## config.mk

```make
export PLATFORM = sky130hd
export DESIGN_NAME = mfp_ahb_lite_master
export DESIGN_NICKNAME = d
export VERILOG_FILES = /design/src/rtl/mfp_ahb_lite_master_pkg.sv /design/src/rtl/mfp_ahb_lite_master.sv
export SDC_FILE = /design/constraint.sdc
export NUM_CORES = 1
export LEC_CHECK = 0
export BUFFER_PORTS_ARGS = -buffer_cell sky130_fd_sc_hd__buf_2
export CORE_UTILIZATION = 33
export CTS_CLUSTER_DIAMETER = 40
export DETAILED_ROUTE_END_ITERATION = 8
export HOLD_SLACK_MARGIN = 0.06
export PLACE_DENSITY = 0.71
export SYNTH_ARGS = -nofsm -noshare
export SYNTH_HDL_FRONTEND = slang
export SYNTH_SLANG_ARGS = --single-unit
```

## constraint.sdc

```tcl
create_clock -name HCLK -period 4.08 [get_ports HCLK]
set_input_delay 0.204 -clock HCLK [delete_from_list [all_inputs] [get_ports HCLK]]
set_output_delay 0.204 -clock HCLK [all_outputs]
set_load 0.1 [all_outputs]
```

## src/rtl/mfp_ahb_lite_master_pkg.sv

```systemverilog
// AHB-Lite encodings, the command record and the address-alignment helper
// shared by the mfp AHB-Lite master.
package mfp_ahb_lite_master_pkg;

    localparam logic [1:0] HTRANS_IDLE   = 2'b00;
    localparam logic [1:0] HTRANS_NONSEQ = 2'b10;
    localparam logic [2:0] HBURST_SINGLE = 3'b000;
    localparam logic [2:0] HSIZE_BYTE    = 3'b000;
    localparam logic [2:0] HSIZE_HALF    = 3'b001;
    localparam logic [2:0] HSIZE_WORD    = 3'b010;

    typedef struct packed {
        logic [31:0] addr;
        logic        write;
        logic [2:0]  size;
        logic [31:0] wdata;
    } ahb_cmd_t;

    // HADDR must be naturally aligned to the transfer size.
    function automatic logic [31:0] align_addr(input logic [31:0] addr, input logic [2:0] size);
        logic [31:0] aligned;
        aligned = addr;
        case (size)
            HSIZE_BYTE: aligned = addr;
            HSIZE_HALF: aligned[0] = 1'b0;
            default:    aligned[1:0] = 2'b00;
        endcase
        return aligned;
    endfunction

endpackage

```

## src/rtl/mfp_ahb_lite_master.sv

```systemverilog
// AHB-Lite initiator: valid/ready commands become SINGLE transfers with the next
// address phase overlapping the current data phase; handles waits and 2-cycle ERROR.
module mfp_ahb_lite_master
    import mfp_ahb_lite_master_pkg::*;
#(
    parameter logic [3:0] HPROT_VALUE = 4'b0011,
    parameter bit         PIPELINED   = 1'b1
) (
    input  logic        HCLK,
    input  logic        HRESET,
    input  logic        cmd_valid,
    output logic        cmd_ready,
    input  logic        cmd_write,
    input  logic [31:0] cmd_addr,
    input  logic [2:0]  cmd_size,
    input  logic [31:0] cmd_wdata,
    output logic        rsp_valid,
    output logic        rsp_error,
    output logic [31:0] rsp_rdata,
    output logic [31:0] HADDR,
    output logic [1:0]  HTRANS,
    output logic        HWRITE,
    output logic [2:0]  HSIZE,
    output logic [2:0]  HBURST,
    output logic        HMASTLOCK,
    output logic [3:0]  HPROT,
    output logic [31:0] HWDATA,
    input  logic [31:0] HRDATA,
    input  logic        HREADY,
    input  logic        HRESP
);

    ahb_cmd_t    a_cmd;
    ahb_cmd_t    cmd_in;
    logic        a_valid;
    logic        a_hold;
    logic        d_valid;
    logic        d_write;
    logic [31:0] d_wdata;

    logic [2:0]  cmd_size_legal;
    logic        err_first;
    logic        a_advance;
    logic        d_retire;
    logic        ready_base;
    logic        cmd_accept;

    assign cmd_size_legal = cmd_size & 3'b011;
    assign cmd_in = '{addr:  align_addr(cmd_addr, cmd_size_legal),
                      write: cmd_write,
                      size:  cmd_size_legal,
                      wdata: cmd_wdata};

    // First cycle of an ERROR response: the pending address phase must be withdrawn.
    assign err_first  = d_valid && HRESP && !HREADY;
    assign a_advance  = a_valid && !a_hold && HREADY;
    assign d_retire   = d_valid && HREADY;
    assign ready_base = !a_valid || (HREADY && !a_hold && !err_first);
    assign cmd_ready  = PIPELINED ? ready_base : (ready_base && (!d_valid || d_retire));
    assign cmd_accept = cmd_valid && cmd_ready;

    // NOTE: state registers use non-blocking assignments so every flop samples pre-edge values.
    always_ff @(posedge HCLK or posedge HRESET) begin
        if (HRESET) begin
            a_valid <= 1'b0;
            a_hold  <= 1'b0;
            a_cmd   <= '{addr: 32'h0, write: 1'b0, size: HSIZE_WORD, wdata: 32'h0};
        end else begin
            if (cmd_accept) begin
                a_valid <= 1'b1;
                a_cmd   <= cmd_in;
            end else if (a_advance) begin
                a_valid <= 1'b0;
            end
            // The held command replays as NONSEQ once the ERROR's second cycle is taken.
            if (err_first && a_valid) begin
                a_hold <= 1'b1;
            end else if (HREADY) begin
                a_hold <= 1'b0;
            end
        end
    end

    always_ff @(posedge HCLK or posedge HRESET) begin
        if (HRESET) begin
            d_valid <= 1'b0;
            d_write <= 1'b0;
            d_wdata <= 32'h0;
        end else if (a_advance) begin
            d_valid <= 1'b1;
            d_write <= a_cmd.write;
            d_wdata <= a_cmd.wdata;
        end else if (d_retire) begin
            d_valid <= 1'b0;
        end
    end

    always_ff @(posedge HCLK or posedge HRESET) begin
        if (HRESET) begin
            rsp_valid <= 1'b0;
            rsp_error <= 1'b0;
            rsp_rdata <= 32'h0;
        end else begin
            rsp_valid <= d_retire;
            rsp_error <= d_retire && HRESP;
            rsp_rdata <= (d_retire && !d_write) ? HRDATA : 32'h0;
        end
    end

    assign HADDR     = a_cmd.addr;
    assign HWRITE    = a_cmd.write;
    assign HSIZE     = a_cmd.size;
    assign HTRANS    = (a_valid && !a_hold) ? HTRANS_NONSEQ : HTRANS_IDLE;
    assign HWDATA    = d_wdata;
    assign HBURST    = HBURST_SINGLE;
    assign HMASTLOCK = 1'b0;
    assign HPROT     = HPROT_VALUE;

endmodule

```

==> impl_metrics.toml <==
[outcome]
status = "complete, no violations"

[timing]
rsz0062_at_grt = "no"
fmax_mhz = 462
holdWs_ns = 0.143
finalClockSkew_ns = 0.00494
fin_crit_sh_pct = 53.1
worst_slew_pin_slew_ns = 0.917
drv_slew = 0
fin_tns_setup_ns = 0
finalHoldViolations = 0
relSlewSlack_pct = 38.7
setup_viol_count_final = 0
period_minus_slack_ns = 2.16

[setup_path]
worstSetupPathType = "primary input to register"
arrival_ns = 2.46
required_ns = 4.37
cp-end-kind = "register"
crit_fanout = 47
start_kind = "primary input"

[clock_tree]
cts.htree.levels = 4
clk_pin_slew_ns = 0.06
cts_setup_buffers = 0
cts_made_buffers = 17
clockRootBuffer = "clkbuf_16"
clock_path_buffers = 2
post_cts_resized = 0
tritoncts = "done"
cts.sinks = 137
clock_latency_ns = 0.41

[yosys]
ys_seq_area_share_pct = 64.7
ys_ff_latch = 137
synthCells = 344
syn_avg_cell_area_um2 = 15.4
ys_warn_count = 0
synth_edf_count = 0
synth-main-ff-cell = "dfrtp_1"
synthArstFlopShare_pct = 100
synth_cell_types = 22
synth_area_mm2 = 0.00530

[hold_path]
hold_class = "primary input to register"

[global_routing]
grt.total_usage_pct = 15.4
grt_max_degree = 104
first_global_vias = 4021
antenna_found_initial = 0
overflow = 0
grt_pass1_wl_um = 19200

[final_layout]
fin_nets = 729
layout-drive-gt1-share_pct = 48.8
layout_common_cells = "buf_2 (206), dfrtp_1 (136), dlygate4sd3_1 (102)"
synthToLayoutAreaGrowth_pct = 48.7
fill_cells = 1326
final_common_cell = "buf_2"
utilization_pct = 51.1
antenna_cells = 0

[pwr]
vdd_ir_drop_max_v = 0.000358
p_per_area_mw_per_mm2 = 705
power_leakage_uw = 0.00387

[floorplanning]
die_height_um = 129
fp.coreArea_mm2 = 0.0154
num_rows = 45
start_util_pct = 34.4
pin_count = 218
chipWidth_um = 129
dieArea_mm2 = 0.0166

[detailed_routing]
wire_per_inst_um = 14.2
viasPerCell = 4.22
drtIter0Drc = 58
ant_nets = 0
remaining_drc_errors = 0
firstDrtPassIters = 4
routed_wl_um = 12000
vias = 3566

[placed_design]
hpwl_um = 7430
io_buffers = 206
place.gp.congestion = 0.792

[job]
cap_viol_max_count = 0
state kept, by name, summed over array words and instances, names as in the netlist:
| register | flops |
|---|---|
| HWDATA | 32 |
| a_valid | 1 |
| HSIZE | 2 |
| rsp_error | 1 |
| a_cmd | 32 |
| HWRITE | 1 |
| rsp_valid | 1 |
| d_valid | 1 |
| a_hold | 1 |
| rsp_rdata | 32 |
| HADDR | 32 |
| d_write | 1 |
synthesized netlist by cell type, types with 2 or more instances:
library cell,instances,area [um^2]
and2_1,33,206
mux2_1,30,338
and2b_1,2,15.0
dfrtp_1,136,3400
inv_1,2,7.51
buf_8,3,45.0
conb_1,2,7.51
nand2b_1,2,12.5
buf_4,50,375
mux2_2,70,788
clkbuf_1,3,11.3
layer usage:
layer	global-route usage (%)	share of wire, %	vias to the layer above
li1	-	-	1645
met4	7.27	1.9	0
met5	0	0	-
met1	15.4	37	1778
met2	28.3	55	121
met3	5.53	6.4	22
worst max-delay path: stages:
cell and delay (ns):
dlygate4sd3_1 0.52, buf_2 0.16, nand2b_1 0.13, a21boi_4 0.67, buf_12 0.33, mux2_2 0.38
through the flow:
| stage | power, uW | worst slack (ns) | area (um^2) | cells |
|---|---|---|---|---|
| floorplan | 3620 | 0.210 | 5330 | 352 |
| CTS | 5610 | 1.87 | 7890 | 846 |
| finish | 5560 | 1.92 | 7890 | 846 |
| detailed placement | 3870 | 1.88 | 6230 | 714 |
| global placement | 3830 | 1.97 | 6230 | 714 |
| global route | 5760 | 1.81 | 7890 | 846 |
kinds of logic (layout without fill, tap and decap cells):
logic type | after synthesis | after routing | synth area share, %
buffers and inverters | 59 | 342 | 8.49
muxes | 100 | 100 | 21.2
DFF | 137 | 137 | 64.7
AOI/OAI and AO/OA | 3 | 3 | 0.425
other | 2 | 10 | 0.142
and+or+nand+nor | 43 | 43 | 5.05
worst paths after layout:
kind                        startpoint         to  slack (ns)  cells after the start
setup / recovery                HREADY  HADDR[19]        1.92                      6
hold / removal             cmd_addr[1]   HADDR[1]        0.14                      3
setup reg to reg                a_hold  HADDR[19]        1.92                      4
hold reg to reg               HADDR[6]   HADDR[6]        0.48                      1
max in group asynchronous       HRESET  HADDR[25]        2.50                      4
min in group asynchronous       HRESET  HADDR[29]        0.52                      3
power by group:
part / internal [uW] / leakage, uW / switching (uW) / total (uW)
Clock: 1100 / 0.000309 / 540 / 1640
Sequential: 1620 / 0.00167 / 119 / 1740
Combinational: 425 / 0.00188 / 1760 / 2180
Total: 3140 / 0.00387 / 2420 / 5560
repair_timing:
item / in CTS / in global routing
endpoints found under the hold margin: 202 / 0
setup endpoints to repair: 0 / 0
hold buffers: 102 / 0
area by class of cell:
type | count | area (um^2) | share of cell area (%)
Clock inverter | 6 | 136 | 1.73
Clock buffer | 24 | 502 | 6.36
Sequential cell | 137 | 3430 | 43.5
Timing Repair Buffer | 310 | 2080 | 26.4
Tap cell | 211 | 264 | 3.35
Inverter | 2 | 12.5 | 0.159
Multi-Input combinational cell | 156 | 1460 | 18.5
Power figures use the tool's default switching activity.
